### config.mk
export PLATFORM = sky130hd
export DESIGN_NAME = commit_trace_fifo
export DESIGN_NICKNAME = d
export VERILOG_FILES = /design/src/rtl/commit_trace_fifo.sv
export SDC_FILE = /design/constraint.sdc
export NUM_CORES = 1
export LEC_CHECK = 0
export CAP_MARGIN = 20
export CORE_MARGIN = 2
export CORE_UTILIZATION = 30
export CTS_CLUSTER_DIAMETER = 100
export DETAILED_ROUTE_END_ITERATION = 10
export GPL_ROUTABILITY_DRIVEN = 0
export PLACE_DENSITY = 0.5
export SYNTH_ARGS = -nofsm -noshare
export SYNTH_HDL_FRONTEND = slang
export SYNTH_SLANG_ARGS = --single-unit
### constraint.sdc
create_clock -name clk -period 16.5 [get_ports clk]
set_input_delay 2.475 -clock clk [delete_from_list [all_inputs] [get_ports clk]]
set_output_delay 2.475 -clock clk [all_outputs]
set_load 0.05 [all_outputs]
### src/rtl/commit_trace_fifo.sv
// Commit-record trace FIFO: captures writeback records with a nonzero strobe and
// reports overflow by dropping. Optional capture-cycle stamps: COMMIT_TRACE_STAMP_EN.
module commit_trace_fifo #(
    parameter int DEPTH = 16
) (
    input  logic                     clk,
    input  logic                     reset,
    input  logic [31:0]              in_pc,
    input  logic [3:0]               in_wen,
    input  logic [4:0]               in_wnum,
    input  logic [31:0]              in_wdata,
    output logic                     out_valid,
    input  logic                     out_ready,
    output logic [31:0]              out_pc,
    output logic [3:0]               out_wen,
    output logic [4:0]               out_wnum,
    output logic [31:0]              out_wdata,
    output logic [31:0]              out_stamp,
    output logic [$clog2(DEPTH):0]   count,
    output logic                     overflow,
    output logic [31:0]              dropped
);
    localparam int AW = $clog2(DEPTH);
    localparam int CW = AW + 1;
    localparam int RW = 32 + 4 + 5 + 32;

    logic [AW-1:0] head_reg, tail_reg;
    logic [CW-1:0] count_reg;
    logic          overflow_reg;
    logic [31:0]   dropped_reg;

    // Records packed as {pc, wen, wnum, wdata}; read asynchronously at the head.
    logic [RW-1:0] rec_mem [DEPTH];
    logic [RW-1:0] head_rec;

    logic push, pop, accept, drop;

    assign push   = (in_wen != 4'b0);
    assign pop    = out_valid & out_ready;
    // A full FIFO still accepts when the head leaves in the same cycle.
    assign accept = push & ((count_reg < CW'(DEPTH)) | pop);
    assign drop   = push & ~accept;

    always_ff @(posedge clk) begin
        if (reset) begin
            head_reg     <= '0;
            tail_reg     <= '0;
            count_reg    <= '0;
            overflow_reg <= 1'b0;
            dropped_reg  <= '0;
        end else begin
            if (accept) tail_reg <= tail_reg + AW'(1);
            if (pop)    head_reg <= head_reg + AW'(1);
            case ({accept, pop})
                2'b10:   count_reg <= count_reg + CW'(1);
                2'b01:   count_reg <= count_reg - CW'(1);
                default: count_reg <= count_reg;
            endcase
            if (drop) begin
                overflow_reg <= 1'b1;
                if (dropped_reg != 32'hFFFF_FFFF) dropped_reg <= dropped_reg + 32'd1;
            end
        end
    end

    always_ff @(posedge clk) begin
        if (!reset && accept) rec_mem[tail_reg] <= {in_pc, in_wen, in_wnum, in_wdata};
    end

    assign out_valid = (count_reg != '0);
    assign head_rec  = out_valid ? rec_mem[head_reg] : '0;
    assign out_pc    = head_rec[72:41];
    assign out_wen   = head_rec[40:37];
    assign out_wnum  = head_rec[36:32];
    assign out_wdata = head_rec[31:0];
    assign count     = count_reg;
    assign overflow  = overflow_reg;
    assign dropped   = dropped_reg;

`ifdef COMMIT_TRACE_STAMP_EN
    logic [31:0] cycle_reg;
    logic [31:0] stamp_mem [DEPTH];

    always_ff @(posedge clk) begin
        if (reset) cycle_reg <= '0;
        else       cycle_reg <= cycle_reg + 32'd1;
    end

    always_ff @(posedge clk) begin
        if (!reset && accept) stamp_mem[tail_reg] <= cycle_reg;
    end

    assign out_stamp = out_valid ? stamp_mem[head_reg] : 32'h0;
`else
    assign out_stamp = 32'h0;
`endif

endmodule

==> results of run 1 <==
## layer usage
layer	GRT usage, %	part of all wire [%]	vias up
met2	23.9	48	647
met4	3.58	1.8	16
met1	20.2	44	11900
li1	-	-	9175
met3	3.49	5.9	167
met5	0	0.079	-
## through the flow
step	worst slack, ps	hold slack, ps	instance area, sq um	power, uW
after floorplan	7680	472	47200	4910
after global placement	8940	466	51500	5510
after global routing	7920	527	55800	8640
after detailed placement	8900	463	51500	5530
final	8170	477	55800	8310
after CTS	8040	483	55800	8460
## final cells by class
type | instances | area (sq um)
fill | 14300 | 100000
sequential | 1218 | 36100
multi-input combinational | 719 | 10500
clock buffer | 165 | 3620
tap | 2058 | 2570
timing repair buffer | 236 | 2260
clock inverter | 84 | 676
inverter | 8 | 30.0
antenna | 1 | 2.50
## power groups by stage
stage | combinational (uW) | clock (uW) | sequential (uW)
after floorplan | 1360 | 0 | 3550
after global placement | 1950 | 0 | 3570
after detailed placement | 1950 | 0 | 3570
after CTS | 1960 | 2990 | 3510
after global routing | 2030 | 3100 | 3510
final | 1910 | 2900 | 3500
## tightest hold or removal path, cell delays in order, from the launching register on
cell     delay, ps
dfxtp_1        330
nor2_1          50
nor2_1          70
## final timing paths
check	depth (start not counted)	start	slack [ps]	endpoint
worst min register to register	2	overflow	480	overflow
worst max register to register	8	count[4]	12550	rec_mem[15][47]
worst max-delay path	7	register	8170	out_pc[27]
worst min-delay path	2	overflow	480	overflow
## layout by cell type (no fill, tap or decap), types with 5 or more instances in the layout
cell	instances
a21oi_1	24
and2_1	75
buf_4	47
bufinv_16	5
clkbuf_1	24
clkbuf_16	141
clkdlybuf4s50_1	186
clkinv_1	30
clkinv_2	29
clkinv_8	5
conb_1	32
dfxtp_1	46
edfxtp_1	1168
ha_1	9
inv_1	8
inv_6	6
mux2i_1	6
mux4_2	365
nand2_1	19
nand2b_1	6
nand3_1	18
nand4_1	11
nor2_1	34
nor2_4	12
nor2b_1	6
o21ai_0	13
o31ai_1	7
or3_1	15
or4_1	6
xnor2_1	5
xor2_1	9
## cell families after synthesis
logic type      Yosys count  synth area share [%]
other cells               1               0.00797
xor+xnor                 14                 0.261
fa+ha+maj                 9                 0.239
buf+inv                 144                  1.53
flops                  1218                  76.6
compound gates           61                 0.821
mux                     375                  17.7
simple gates            228                  2.81
==> flow_summary.json, run 1 <==
{
  "grt_max_degree": 157,
  "power.density_nw_per_um2": 149,
  "syn_area_per_cell_sq_um": 23.0,
  "slowest_delay_ps": 840,
  "synth_top_area_share_pct": 74.5,
  "p_int_uw": 5930,
  "cts_resized": 0,
  "grt_pass1_wl_mm": 169,
  "grt_pass1_vias": 23300,
  "final_cell_count_no_fill": 4489,
  "yosys.cell_count.top_type": "edfxtp_1",
  "fin_crit_sh_pct": 50.5,
  "ys_ff_latch": 1218,
  "synthTopCellsByArea": "edfxtp_1, mux4_2, dfxtp_1",
  "utilization_pct": 35.7,
  "crit_type": "reg -> out",
  "seqPwrFrac_pct": 42.1,
  "fp.dieArea_sq_um": 160000,
  "synth_cells": 2050,
  "synth_warnings": 0,
  "cts_tree": "built",
  "vias_per_cell": 4.88,
  "worstPathArrival_ps": 5850,
  "drt-total-wl_mm": 118,
  "hpwlAfterDp_mm": 60.0,
  "crit_family": "buffers and inverters",
  "clk_path_buf_depth": 3,
  "die_height_microns": 400,
  "drv_slew": 0,
  "synth_flop_cell": "edfxtp_1",
  "total_leakage_power_uw": 0.0168,
  "synth_top_cell_by_area": "edfxtp_1",
  "dr.pass1.iters": 5,
  "clock_skew_ps": 26.5,
  "drv_cap": 0,
  "worstPathCellList": "buf_4 -> buf_12 -> buf_4 -> mux4_2 -> mux4_2 -> and2_1 -> clkdlybuf4s50_1",
  "grt-ovfl-total": 0,
  "worstHoldPathType": "reg -> reg",
  "rsz0062_at_grt": "no",
  "slowest_stage": "buf_4",
  "io_pins": 220,
  "grt_usage_pct": 14.8,
  "num_rows": 145,
  "fin_setup_tns_ps": 0,
  "largest_reg_flops": 1168,
  "clk_latency_ps": 770,
  "drt-wirelength-per-cell_microns": 26.3,
  "antenna_found_initial": 16,
  "worst_slew_pin_slew_ps": 1050,
  "route.detailed.drc": 0,
  "ctsRootBufferMaster": "clkbuf_16",
  "finalNetCount": 2406,
  "async_reset_ff_share_pct": 0,
  "pwr-share-comb_pct": 23.0,
  "critPathBufInv": 4,
  "post_cts_buffers": 0,
  "swShare_pct": 28.7,
  "hold_viol": 0,
  "numClockSinks": 1218,
  "period_minus_slack_ps": 8330,
  "port_buffers": 187,
  "htreeDepth": 4,
  "p_sw_uw": 2390,
  "placed_cells": 4239,
  "core_sq_um": 156000,
  "clockPowerShare_pct": 34.9,
  "cp.required_ps": 14030,
  "synth_common_cells": "edfxtp_1, mux4_2, and2_1",
  "synthDistinctLibCells": 52,
  "dieWidth_microns": 400,
  "path_max_fanout": 156,
  "initial_utilization_pct": 30.2,
  "irDropWorstVdd_uv": 112,
  "crit_path_end_kind": "primary output",
  "ant_nets": 0,
  "cts.clk_slew.worst_paths_ps": 60,
  "worstSetupStartpointType": "register",
  "cts_made_buffers": 138,
  "ys_seq_area_share_pct": 76.6,
  "cts.hold.buffers_added": 0,
  "drive_gt1_share_pct": 26.6,
  "syn_to_final_growth_pct": 18.5,
  "setup_viol": 0,
  "synth_edf_count": 1168,
  "outcome": "finished, final reports clean",
  "syn_area_sq_um": 47100,
  "via_count": 21900,
  "fmax_ghz": 0.120,
  "relSlewSlack_pct": 30.1,
  "drt_iter0_drc": 2026
}
No activity file was read; power rests on OpenSTA's default activity.
==> inputs of run 2 (changes only) <==
==> constraint.sdc (replaced) <==
create_clock -name clk -period 8.4 [get_ports clk]
set_input_delay 1.26 -clock clk [delete_from_list [all_inputs] [get_ports clk]]
set_output_delay 1.26 -clock clk [all_outputs]
set_load 0.05 [all_outputs]
==> flow_summary.json, run 2 (synthesis results as in run 1) <==
{
  "min_from": "head_reg[3]",
  "cts.hold.buffers_added": 0,
  "crit_path_end_kind": "primary output",
  "seq_area_sq_um": 36100,
  "die_height_microns": 400,
  "cp.required_ps": 7140,
  "antennaDiodeCount": 0,
  "route.detailed.drc": 0,
  "clk_latency_ps": 740,
  "swShare_pct": 28.4,
  "cts_tree": "built",
  "worstHoldPathType": "reg -> reg",
  "drive_gt1_share_pct": 25.6,
  "core_sq_um": 156000,
  "power.density_nw_per_um2": 292,
  "clk_path_buf_depth": 3,
  "syn_to_final_growth_pct": 18.6,
  "irDropWorstVdd_uv": 211,
  "multiInputGateArea_sq_um": 10500,
  "grt-ovfl-total": 0,
  "seqPwrFrac_pct": 42.4,
  "path_max_fanout": 38,
  "drt-wirelength-per-cell_microns": 24.8,
  "rr_startpoint": "count[1]",
  "drt-total-wl_mm": 111,
  "rsz0062_at_grt": "no",
  "htreeDepth": 4,
  "initial_utilization_pct": 30.2,
  "pwr-share-comb_pct": 23.4,
  "worst_slew_pin_slew_ps": 1020,
  "grt_usage_pct": 13.9,
  "clock_skew_ps": 22.0,
  "total_leakage_power_uw": 0.0167,
  "largest_reg_flops": 1168,
  "hold_viol": 0,
  "vias_per_cell": 4.83,
  "hold_path_depth": 2,
  "num_rows": 145,
  "setup_slack_ps": 2700,
  "grt_pass1_vias": 22900,
  "fp.dieArea_sq_um": 160000,
  "p_sw_uw": 4620,
  "fmax_ghz": 0.175,
  "ant_nets": 0,
  "finalNetCount": 2398,
  "setup_viol": 0,
  "grt_pass1_wl_mm": 161,
  "via_count": 21600,
  "clockPowerShare_pct": 34.2,
  "most-common-layout-cells": "edfxtp_1, mux4_2, clkdlybuf4s50_1",
  "drv_slew": 0,
  "p_int_uw": 11700,
  "cts_resized": 0,
  "utilization_pct": 35.8,
  "fillers": 14300,
  "dr.pass1.iters": 5,
  "drv_cap": 0,
  "cts_made_buffers": 134,
  "worstSetupStartpointType": "register",
  "post_cts_buffers": 0,
  "crit_type": "reg -> out",
  "fin_setup_tns_ps": 0,
  "hold_slack_ps": 504,
  "relSlewSlack_pct": 32.1,
  "drt_iter0_drc": 1587,
  "hpwlAfterDp_mm": 62.5,
  "port_buffers": 187,
  "antenna_found_initial": 15,
  "pre_cts_ws_ps": 2970,
  "ctsRootBufferMaster": "clkbuf_16",
  "period_minus_slack_ps": 5700,
  "numClockSinks": 1218,
  "dieWidth_microns": 400,
  "outcome": "finished, final reports clean",
  "reg2reg_depth": 11,
  "fin_crit_sh_pct": 67.9,
  "final_common_cell": "edfxtp_1",
  "worstPathArrival_ps": 4440,
  "grt_max_degree": 145,
  "cts.clk_slew.worst_paths_ps": 50,
  "io_pins": 220
}
run 2: cell count changes in the layout (fill, tap and decap cells not counted), sizes merged:
cell    previous run  this run
clkinv            66        55
clkbuf           165       172
buf               50        46
bufinv             5         7
diode              1         0
inv               19        13
run 2: power by group through the flow:
stage / sequential (uW) / combinational [uW] / clock, uW
floorplan: 6970 / 2680 / 0
global placement: 7020 / 3900 / 0
detailed placement: 7030 / 3910 / 0
CTS: 6900 / 3920 / 5730
global route: 6910 / 4050 / 5950
finish: 6890 / 3810 / 5570
run 2: final cells by class:
class / instances / area share, %
sequential: 1218 / 64.7
multi-input combinational: 719 / 18.8
clock buffer: 172 / 6.45
tap: 2058 / 4.61
timing repair buffer: 232 / 4.35
clock inverter: 69 / 1.04
inverter: 8 / 0.0538
run 2: worst max-delay path, stage by stage (launching register included):
cell,delay [ps]
dfxtp_4,940
buf_4,640
mux4_2,590
mux4_2,520
and2_1,220
clkdlybuf4s50_1,720
run 2: path summary, 6_finish.rpt:
path / to / slack, ps
worst max-delay path: out_pc[27] / 2700
worst max register to register: count[4] / 4780
worst min-delay path: register / 500
worst min register to register: register / 500
run 2: layer usage:
layer / GRT usage, % / up-vias / wire (microns)
met5: 0 / - / 89
met3: 3.38 / 164 / 6360
met4: 3.43 / 14 / 2150
met2: 22.6 / 572 / 54300
met1: 18.6 / 11700 / 47900
li1: - / 9168 / -
run 2: stage by stage:
| step | std cells | power, uW | area [sq um] |
|---|---|---|---|
| final | 4476 | 16300 | 55800 |
| after global routing | 4476 | 16900 | 55800 |
| after CTS | 4475 | 16600 | 55800 |
| after detailed placement | 4234 | 10900 | 51600 |
| after global placement | 4231 | 10900 | 51500 |
| after floorplan | 2081 | 9650 | 47200 |
